[config.mk]
export PLATFORM = sky130hd
export DESIGN_NAME = pc_gen
export DESIGN_NICKNAME = d
export VERILOG_FILES = /design/src/rtl/cpu_defs.sv /design/src/rtl/redirect_sel.sv /design/src/rtl/pc_gen.sv
export SDC_FILE = /design/constraint.sdc
export NUM_CORES = 1
export LEC_CHECK = 0
export ABC_CLOCK_PERIOD_IN_PS = 2700
export BUFFER_PORTS_ARGS = -buffer_cell sky130_fd_sc_hd__buf_4
export CORE_MARGIN = 2
export CORE_UTILIZATION = 50
export CTS_BUF_LIST = sky130_fd_sc_hd__clkbuf_8
export DETAILED_ROUTE_END_ITERATION = 8
export PLACE_DENSITY_LB_ADDON = 0.08
export SETUP_SLACK_MARGIN = 0.15
export SLEW_MARGIN = 5
export SYNTH_ARGS = -nofsm -noshare
export SYNTH_HDL_FRONTEND = slang
export SYNTH_SLANG_ARGS = --single-unit
[constraint.sdc]
create_clock -name clk -period 2.7 [get_ports clk]
set_input_delay 0.135 -clock clk [delete_from_list [all_inputs] [get_ports clk]]
set_output_delay 0.135 -clock clk [all_outputs]
set_load 0.05 [all_outputs]
[src/rtl/cpu_defs.sv]
// Shared fetch-front definitions: default vectors, redirect ranks, fetch FSM states
// and the sequential fetch-group address helper.
package cpu_defs;

    localparam logic [31:0] RESET_PC_DEF = 32'hbfc00000;
    localparam logic [31:0] EXC_VEC_DEF  = 32'hbfc00380;

    // Higher rank wins when a redirect is already buffered.
    typedef enum logic [1:0] {
        RANK_NONE = 2'd0,
        RANK_BR   = 2'd1,
        RANK_EXC  = 2'd2
    } rank_t;

    typedef enum logic [1:0] {
        ST_BOOT = 2'd0,
        ST_RUN  = 2'd1,
        ST_PEND = 2'd2
    } state_t;

    // Start of the next fetch group; grp is the group size in bytes (power of two).
    function automatic logic [31:0] seq_next(input logic [31:0] pc, input logic [31:0] grp);
        return (pc & ~(grp - 32'd1)) + grp;
    endfunction

endpackage

[src/rtl/redirect_sel.sv]
// Priority select of redirect target and rank (exception > branch > eret), qualified
// against the rank of whatever redirect is currently buffered.
module redirect_sel
    import cpu_defs::*;
#(
    parameter logic [31:0] EXC_VEC = EXC_VEC_DEF
) (
    input  logic        exception,
    input  logic        br_take,
    input  logic        eret,
    input  logic [31:0] br_target,
    input  logic [31:0] epc,
    input  rank_t       buf_rank,
    output logic [31:0] target,
    output rank_t       rank,
    output logic        take
);

    logic req;

    always_comb begin
        target = epc;
        rank   = RANK_NONE;
        req    = 1'b0;
        if (exception) begin
            target = EXC_VEC;
            rank   = RANK_EXC;
            req    = 1'b1;
        end else if (br_take) begin
            target = br_target;
            rank   = RANK_BR;
            req    = 1'b1;
        end else if (eret) begin
            target = epc;
            rank   = RANK_BR;
            req    = 1'b1;
        end
    end

    // With nothing buffered (RANK_NONE) every request is taken; equal rank overwrites.
    assign take = req && (rank >= buf_rank);

endmodule

[src/rtl/pc_gen.sv]
// Fetch-address generator: presents the fetch PC under a valid/ready handshake,
// advances by fetch groups and applies redirects, buffering them while stalled.
module pc_gen
    import cpu_defs::*;
#(
    parameter logic [31:0] RESET_PC = RESET_PC_DEF,
    parameter logic [31:0] EXC_VEC  = EXC_VEC_DEF,
    parameter int          FETCH_W  = 1
) (
    input  logic               clk,
    input  logic               resetn,
    input  logic               stall,
    input  logic               br_take,
    input  logic [31:0]        br_target,
    input  logic               exception,
    input  logic               eret,
    input  logic [31:0]        epc,
    output logic               pc_valid,
    input  logic               pc_ready,
    output logic [31:0]        pc,
    output logic [FETCH_W-1:0] slot_mask,
    output logic               pc_adel,
    output logic               flush
);

    localparam logic [31:0] GRP = 32'(FETCH_W * 4);

    state_t      state_reg, state_next;
    logic [31:0] pc_reg, pc_next;
    logic [31:0] buf_target_reg, buf_target_next;
    rank_t       buf_rank_reg, buf_rank_next;
    logic        flush_reg, flush_next;

    logic [31:0] redir_target;
    rank_t       redir_rank;
    logic        redir_take;

    redirect_sel #(
        .EXC_VEC (EXC_VEC)
    ) u_redirect_sel (
        .exception (exception),
        .br_take   (br_take),
        .eret      (eret),
        .br_target (br_target),
        .epc       (epc),
        .buf_rank  (buf_rank_reg),
        .target    (redir_target),
        .rank      (redir_rank),
        .take      (redir_take)
    );

    always_ff @(posedge clk) begin
        if (!resetn) begin
            state_reg      <= ST_BOOT;
            pc_reg         <= RESET_PC;
            buf_target_reg <= '0;
            buf_rank_reg   <= RANK_NONE;
            flush_reg      <= 1'b0;
        end else begin
            state_reg      <= state_next;
            pc_reg         <= pc_next;
            buf_target_reg <= buf_target_next;
            buf_rank_reg   <= buf_rank_next;
            flush_reg      <= flush_next;
        end
    end

    always_comb begin
        state_next      = state_reg;
        pc_next         = pc_reg;
        buf_target_next = buf_target_reg;
        buf_rank_next   = buf_rank_reg;
        flush_next      = 1'b0;
        case (state_reg)
            ST_BOOT: begin
                state_next = ST_RUN;
                if (redir_take) begin
                    pc_next    = redir_target;
                    flush_next = 1'b1;
                end
            end
            ST_RUN: begin
                if (redir_take) begin
                    // A request is outstanding and not accepted: the bus must not change.
                    if (!pc_ready) begin
                        buf_target_next = redir_target;
                        buf_rank_next   = redir_rank;
                        state_next      = ST_PEND;
                    end else begin
                        pc_next    = redir_target;
                        flush_next = 1'b1;
                    end
                end else if (pc_ready && !stall) begin
                    pc_next = seq_next(pc_reg, GRP);
                end
            end
            ST_PEND: begin
                if (redir_take) begin
                    buf_target_next = redir_target;
                    buf_rank_next   = redir_rank;
                end
                // The buffered redirect loads on acceptance regardless of stall.
                if (pc_ready) begin
                    pc_next         = redir_take ? redir_target : buf_target_reg;
                    flush_next      = 1'b1;
                    state_next      = ST_RUN;
                    buf_target_next = '0;
                    buf_rank_next   = RANK_NONE;
                end
            end
            default: begin
                state_next = ST_BOOT;
            end
        endcase
    end

    assign pc_valid = (state_reg != ST_BOOT);
    assign pc       = pc_reg;
    assign pc_adel  = (pc_reg[1:0] != 2'b00);
    assign flush    = flush_reg;

    generate
        if (FETCH_W == 1) begin : g_single
            assign slot_mask = 1'b1;
        end else begin : g_group
            localparam int OFFW = $clog2(FETCH_W);
            logic [OFFW-1:0] slot_off;
            assign slot_off = pc_reg[OFFW+1:2];
            for (genvar gi = 0; gi < FETCH_W; gi++) begin : g_slot
                assign slot_mask[gi] = (OFFW'(gi) >= slot_off);
            end
        end
    endgenerate

endmodule

==> summary.txt, run 1 <==
Yosys
  • Mapped Cells: 629
  • Top-area cell type share of the netlist area: 29.0%
  • Post-synth cell types: 64
  • Top post-synthesis cells by area: dfxtp_1 (29%), o21ai_0 (7.1%), nor2_1 (5.3%), o21a_1 (5.2%), mux2i_1 (4.2%)
  • Post-synth ARST share: 0%
  • Mapped Nets: 707
  • Seq cells post-synth: 69
  • Mean Syn Cell Area: 7.58 µm²
  • Post-synth top area cell: dfxtp_1
  • Register area share after synthesis: 29.0%
  • Number of synthesized flops with an enable pin: 0
  • Top_reg_cell synth: dfxtp_1
  • Synth warnings: 0
  • Netlist Area Pre-Place: 4770 µm²

Setup path
  • CP Buf/Inv Count: 3
  • Worst-case reg-to-reg path depth: 9
  • Worst-path cell chain: inv_1, ha_1, a21oi_1, buf_4, nor2_1, or3_1, buf_4, or3_1, o2111a_1
  • Setup crit end kind: register
  • Worst EP required: 2.94 ns
  • WS Path Type: register to register
  • Number of cells on the critical path: 9
  • Critical Path Start Type: register
  • Worst path slowest cell: dfxtp_1
  • CP delay by family, top: simple AND/OR/NAND/NOR gates
  • Max stage delay on crit path: 0.38 ns
  • CP arrival: 2.62 ns
  • Max Fanout on Critical Path: 10

Final layout
  • Design Area, Final: 5920 µm²
  • Total inserted antenna cells: 0
  • Reg area: 1380 µm²
  • Fillers: 819
  • Nets: 795
  • Area grow syn2layout: 24.2%
  • Share of cells above drive strength 1: 22.2%
  • Final Util: 64.0%
  • Area of the multi-input gates: 3090 µm²

Clock tree
  • Clock sink count: 69
  • # hold bufs at CTS: 0
  • Post-CTS Setup Bufs: 0
  • Post-CTS resize count: 0
  • Later-pin clock latency in the skew report: 0.35 ns
  • H-tree depth: 3
  • CTS Buf Count: 9
  • Clock buffer depth: 2
  • CTS tree: done
  • Clk slew on worst S/H paths: 0.08 ns
  • Root Buffer: clkbuf_8

Global route
  • Vias in the first global route: 4801
  • Largest net degree at the start of global routing: 74
  • GRT Overall Usage: 29.6%
  • Initial antenna violation count: 0
  • Total gr overflow: 0
  • First-pass GRT wire length: 24300 µm

Worst hold path
  • Worst hold path type: primary input to register
  • Worst Hold Depth: 3

Detailed routing
  • Vias per inst: 6.19
  • Via count: 5258
  • # DRC: 0
  • ANT nets after route: 0
  • Drt wl/cell: 17.7 µm
  • 1st-pass router iterations: 5
  • DRT iter0 DRCs: 379
  • Routed WL: 15100 µm

Placement
  • Placer Congestion: 0.933
  • DP HPWL: 10400 µm
  • Placed standard-cell area: 5670 µm²
  • PortBufs: 105

Floorplan
  • Die width: 102 µm
  • Die height: 102 µm
  • Die Footprint: 10300 µm²
  • Ports: 107
  • Initial Util: 51.6%
  • Std-Cell Rows: 35
  • Total core area: 9240 µm²

Job
  • Max-cap violations: 0

STA
  • Setup Viol. Count Final: 0
  • Clk_skew: 0.00819 ns
  • Fin crit period: 2.37 ns
  • Fin Setup TNS: 0 ns
  • Hold Fails Final Rpt: 0
  • RSZ-0062 raised after global routing: false
  • Period utilisation layout: 87.8%
  • Rel. slew slack: 48.5%
  • Slew @ Worst Pin: 0.764 ns
  • Max Clock Freq: 0.422 GHz
  • Final slew viol count: 0

Pwr
  • Pleak: 2.37 nW
  • Pwr Density: 789 nW/µm²
  • Worst vdd ir: 562 µV

Run status
  • Status: complete, no violations
## cells by family (layout without fill, tap and decap cells)
kind of cell / after synthesis / count (layout) / share of synthesized area (%)
compound gates: 255 / 255 / 36.2
simple gates: 198 / 198 / 20.4
flops: 69 / 69 / 29.0
buf+inv: 68 / 160 / 6.30
mux: 20 / 20 / 4.20
xor+xnor: 11 / 11 / 2.02
fa+ha+maj: 7 / 7 / 1.84
other cells: 1 / 1 / 0.0787
## synth_stat cells (all sizes together) (7+ instances only)
cell,number
o22ai,25
and3,9
a31oi,12
a21boi,7
nand2,42
buf,19
dfxtp,69
inv,14
o21ai,74
nand3,31
a21oi,24
mux2i,20
a211o,7
nor2b,12
o21a,33
ha,7
xnor2,9
o2bb2ai,8
nor2,67
a211oi,23
clkbuf,35
## final cells by class
cell class                      instances  share of cell area, %
Timing Repair Buffer                  131                   16.6
Tap cell                              129                   2.73
Inverter                               14                  0.888
Clock inverter                          4                   1.61
Clock buffer                           11                   2.56
Multi-Input combinational cell        492                   52.3
Sequential cell                        69                   23.3
## power breakdown
part	internal (mW)	switching (mW)	total (mW)
clock network	0.658	0.419	1.08
registers	1.20	0.230	1.43
logic	0.786	1.38	2.16
## through the flow
stage / setup WS, ns / hold slack, ns / total power, mW / std cells
after floorplan: 0.210 / 0.377 / 2.90 / 629
after global placement: 0.498 / 0.460 / 3.53 / 835
after detailed placement: 0.382 / 0.466 / 3.58 / 835
after CTS: 0.358 / 0.139 / 4.65 / 850
after global routing: 0.213 / 0.153 / 4.92 / 850
final: 0.329 / 0.147 / 4.67 / 850
## cell usage in the layout, fill, tap and decap left out, drive strengths merged, types with 12 or more instances in the layout
cell / netlist / routed
a211oi: 23 / 23
a21oi: 24 / 24
a31oi: 12 / 12
buf: 19 / 131
dfxtp: 69 / 69
inv: 14 / 14
mux2i: 20 / 20
nand2: 42 / 42
nand3: 31 / 31
nor2: 67 / 67
nor2b: 12 / 12
o21a: 33 / 33
o21ai: 74 / 74
o22ai: 25 / 25
## path summary, 6_finish.rpt
path / start / to / slack [ns]
max reg2reg: state_reg[1] / pc[5] / 0.33
max: state_reg[1] / pc[5] / 0.33
min reg2reg: buf_rank_reg[1] / buf_rank_reg[1] / 0.47
min: exception / buf_rank_reg[0] / 0.15
## routing by layer
metal	up-vias	share of wire [%]	track usage, %
li1	2519	-	-
met1	2475	44	40.4
met2	246	48	48.8
met3	18	6.5	3.38
met4	0	1.6	9.88
met5	-	0	0
## worst register-to-register path: cells and delay by family (launching register included)
family	cells	cell delay, ns
DFF	1	0.38
buffers and inverters	3	0.47
AOI/OAI and AO/OA	2	0.43
adders and majority gates	1	0.23
and+or+nand+nor	3	0.76
Note: power is estimated with default switching activity, not from simulation.
==> run 2, diff against run 1 <==
--- a/config.mk
+++ b/config.mk
@@ -11,7 +11,7 @@
 export CORE_UTILIZATION = 50
 export CTS_BUF_LIST = sky130_fd_sc_hd__clkbuf_8
 export DETAILED_ROUTE_END_ITERATION = 8
-export PLACE_DENSITY_LB_ADDON = 0.08
+export PLACE_DENSITY = 0.74
 export SETUP_SLACK_MARGIN = 0.15
 export SLEW_MARGIN = 5
 export SYNTH_ARGS = -nofsm -noshare
==> run 2 against run 1 <==
Compared with the run above: first-iteration DRC count rose by 6.6%; core utilization fell by 1.5 points; count of clock-buffer cells in the layout decreased by 2; combinational power about the same; sequential power about the same; flip-flop and latch count unchanged; non-clock buffer count down 6; global-route usage grew 0.25 points; register-to-register slack better by 0.03 ns; critical path depth unchanged; via count fell by 0.61%; cell area is 2.4% lower.
==> summary.txt, run 2 (synthesized netlist as in run 1, its figures left out) <==
STA
  • Period utilisation layout: 86.5%
  • Rel. slew slack: 52.9%
  • Slew @ Worst Pin: 0.704 ns
  • Fin Setup TNS: 0 ns
  • Hold Fails Final Rpt: 0
  • Final slew viol count: 0
  • Max Clock Freq: 0.428 GHz
  • Fin crit period: 2.34 ns
  • Setup Viol. Count Final: 0
  • Clk_skew: 0.0143 ns
  • RSZ-0062 raised after global routing: false
  • Hold slack: 0.124 ns

Clock tree
  • Clock sink count: 69
  • Post-CTS resize count: 0
  • Later-pin clock latency in the skew report: 0.36 ns
  • CTS tree: done
  • Clock buffer depth: 2
  • Root Buffer: clkbuf_8
  • CTS Buf Count: 9
  • # hold bufs at CTS: 0
  • Clk slew on worst S/H paths: 0.08 ns
  • Post-CTS Setup Bufs: 0
  • H-tree depth: 3

Setup path
  • CP arrival: 2.64 ns
  • Worst path slowest cell: or3_1
  • Worst EP required: 3.00 ns
  • CP delay by family, top: simple AND/OR/NAND/NOR gates
  • Max Fanout on Critical Path: 22
  • Max stage delay on crit path: 0.41 ns
  • Setup crit end kind: register
  • WS Path Type: register to register
  • Worst-path cell chain: inv_1, ha_1, nor2_1, o21ai_1, or3_1, buf_4, buf_4, a31oi_1, o221a_2
  • Critical Path Start Type: register
  • Cell mode on critical path: buf_4
  • CP Buf/Inv Count: 3

Detailed routing
  • Routed wl met3: 836 µm
  • Drt wl/cell: 17.7 µm
  • ANT nets after route: 0
  • Routed WL: 14900 µm
  • DRT iter0 DRCs: 404
  • 1st-pass router iterations: 5
  • Routed wl met2: 7360 µm
  • Max layer used: met4
  • M1 WL: 6380 µm
  • Vias per inst: 6.20
  • Via count: 5226
  • # DRC: 0

Pwr
  • Pint: 2.28 mW
  • Tot Pwr: 4.28 mW
  • Clk pwr share: 16.8%
  • Switching part of the total: 46.7%
  • Net Switching: 2.00 mW
  • Pwr Density: 741 nW/µm²
  • Power share of the combinational group: 49.9%
  • Worst vdd ir: 530 µV
  • Pleak: 2.30 nW
  • Flop pwr share: 33.3%

Final layout
  • Area grow syn2layout: 21.2%
  • Most frequent cells in the layout: buf_4 (124), dfxtp_1 (69), nor2_1 (66), o21ai_0 (66), nand2_1 (42)
  • Total inserted antenna cells: 0
  • Commonest non-fill, non-tap cell in the layout: buf_4
  • Nets: 789
  • Share of cells above drive strength 1: 21.3%

Floorplan
  • Die height: 102 µm
  • Initial Util: 51.6%
  • Ports: 107
  • Std-Cell Rows: 35
  • Die Footprint: 10300 µm²
  • Die width: 102 µm
  • Total core area: 9240 µm²

Run status
  • Status: complete, no violations

Worst hold path
  • Worst hold path type: primary input to register

Placement
  • PortBufs: 105
  • Placer Congestion: 0.885
  • DP HPWL: 10500 µm

Global route
  • Initial antenna violation count: 0
  • First-pass GRT wire length: 24800 µm
  • Total gr overflow: 0
  • GRT Overall Usage: 29.9%
  • Largest net degree at the start of global routing: 74
  • Vias in the first global route: 4947

Job
  • Max-cap violations: 0
[run 2: area by class of cell]
class                           instances  area, µm²
Sequential cell                        69       1380
Timing Repair Buffer                  125        942
Clock buffer                            9        124
Clock inverter                          5       22.5
Inverter                               14       52.6
Fill cell                             850       3460
Multi-Input combinational cell        492       3090
Tap cell                              129        161
[run 2: power by group through the flow]
stage,Combinational (mW),Clock (mW),Sequential (mW)
after global routing,2.31,0.751,1.46
after floorplan,1.10,0,1.80
after detailed placement,2.11,0,1.44
after CTS,2.11,0.715,1.42
after global placement,2.07,0,1.43
final,2.14,0.718,1.43
[run 2: worst paths after layout]
kind	slack, ns	depth (start not counted)	endpoint	startpoint
hold reg to reg	0.48	2	buf_rank_reg[1]	buf_rank_reg[1]
setup / recovery	0.36	9	pc[15]	state_reg[1]
setup reg to reg	0.36	9	pc[15]	state_reg[1]
hold / removal	0.12	3	buf_rank_reg[0]	exception
[run 2: metal layers]
metal	track usage [%]	vias up
li1	-	2509
met1	38.8	2467
met2	49.3	220
met3	5.52	30
met4	11.3	0
met5	0	-
[run 2: worst register-to-register path, delay by kind of cell, from the launching register on]
| kind | cells | cell delay [ns] |
|---|---|---|
| AOI/OAI and AO/OA | 3 | 0.58 |
| adders and majority gates | 1 | 0.22 |
| buffers and inverters | 3 | 0.50 |
| DFF | 1 | 0.38 |
| and+or+nand+nor | 2 | 0.60 |
[run 2: per-stage QoR]
stage,utilization [%],worst slack (ns),instance area (µm²),instances
after CTS,62.5,0.271,5770,843
after detailed placement,60.9,0.228,5630,829
final,62.5,0.363,5780,843
after global routing,62.5,0.171,5780,843
after global placement,60.9,0.318,5630,829
after floorplan,-,0.210,4770,629
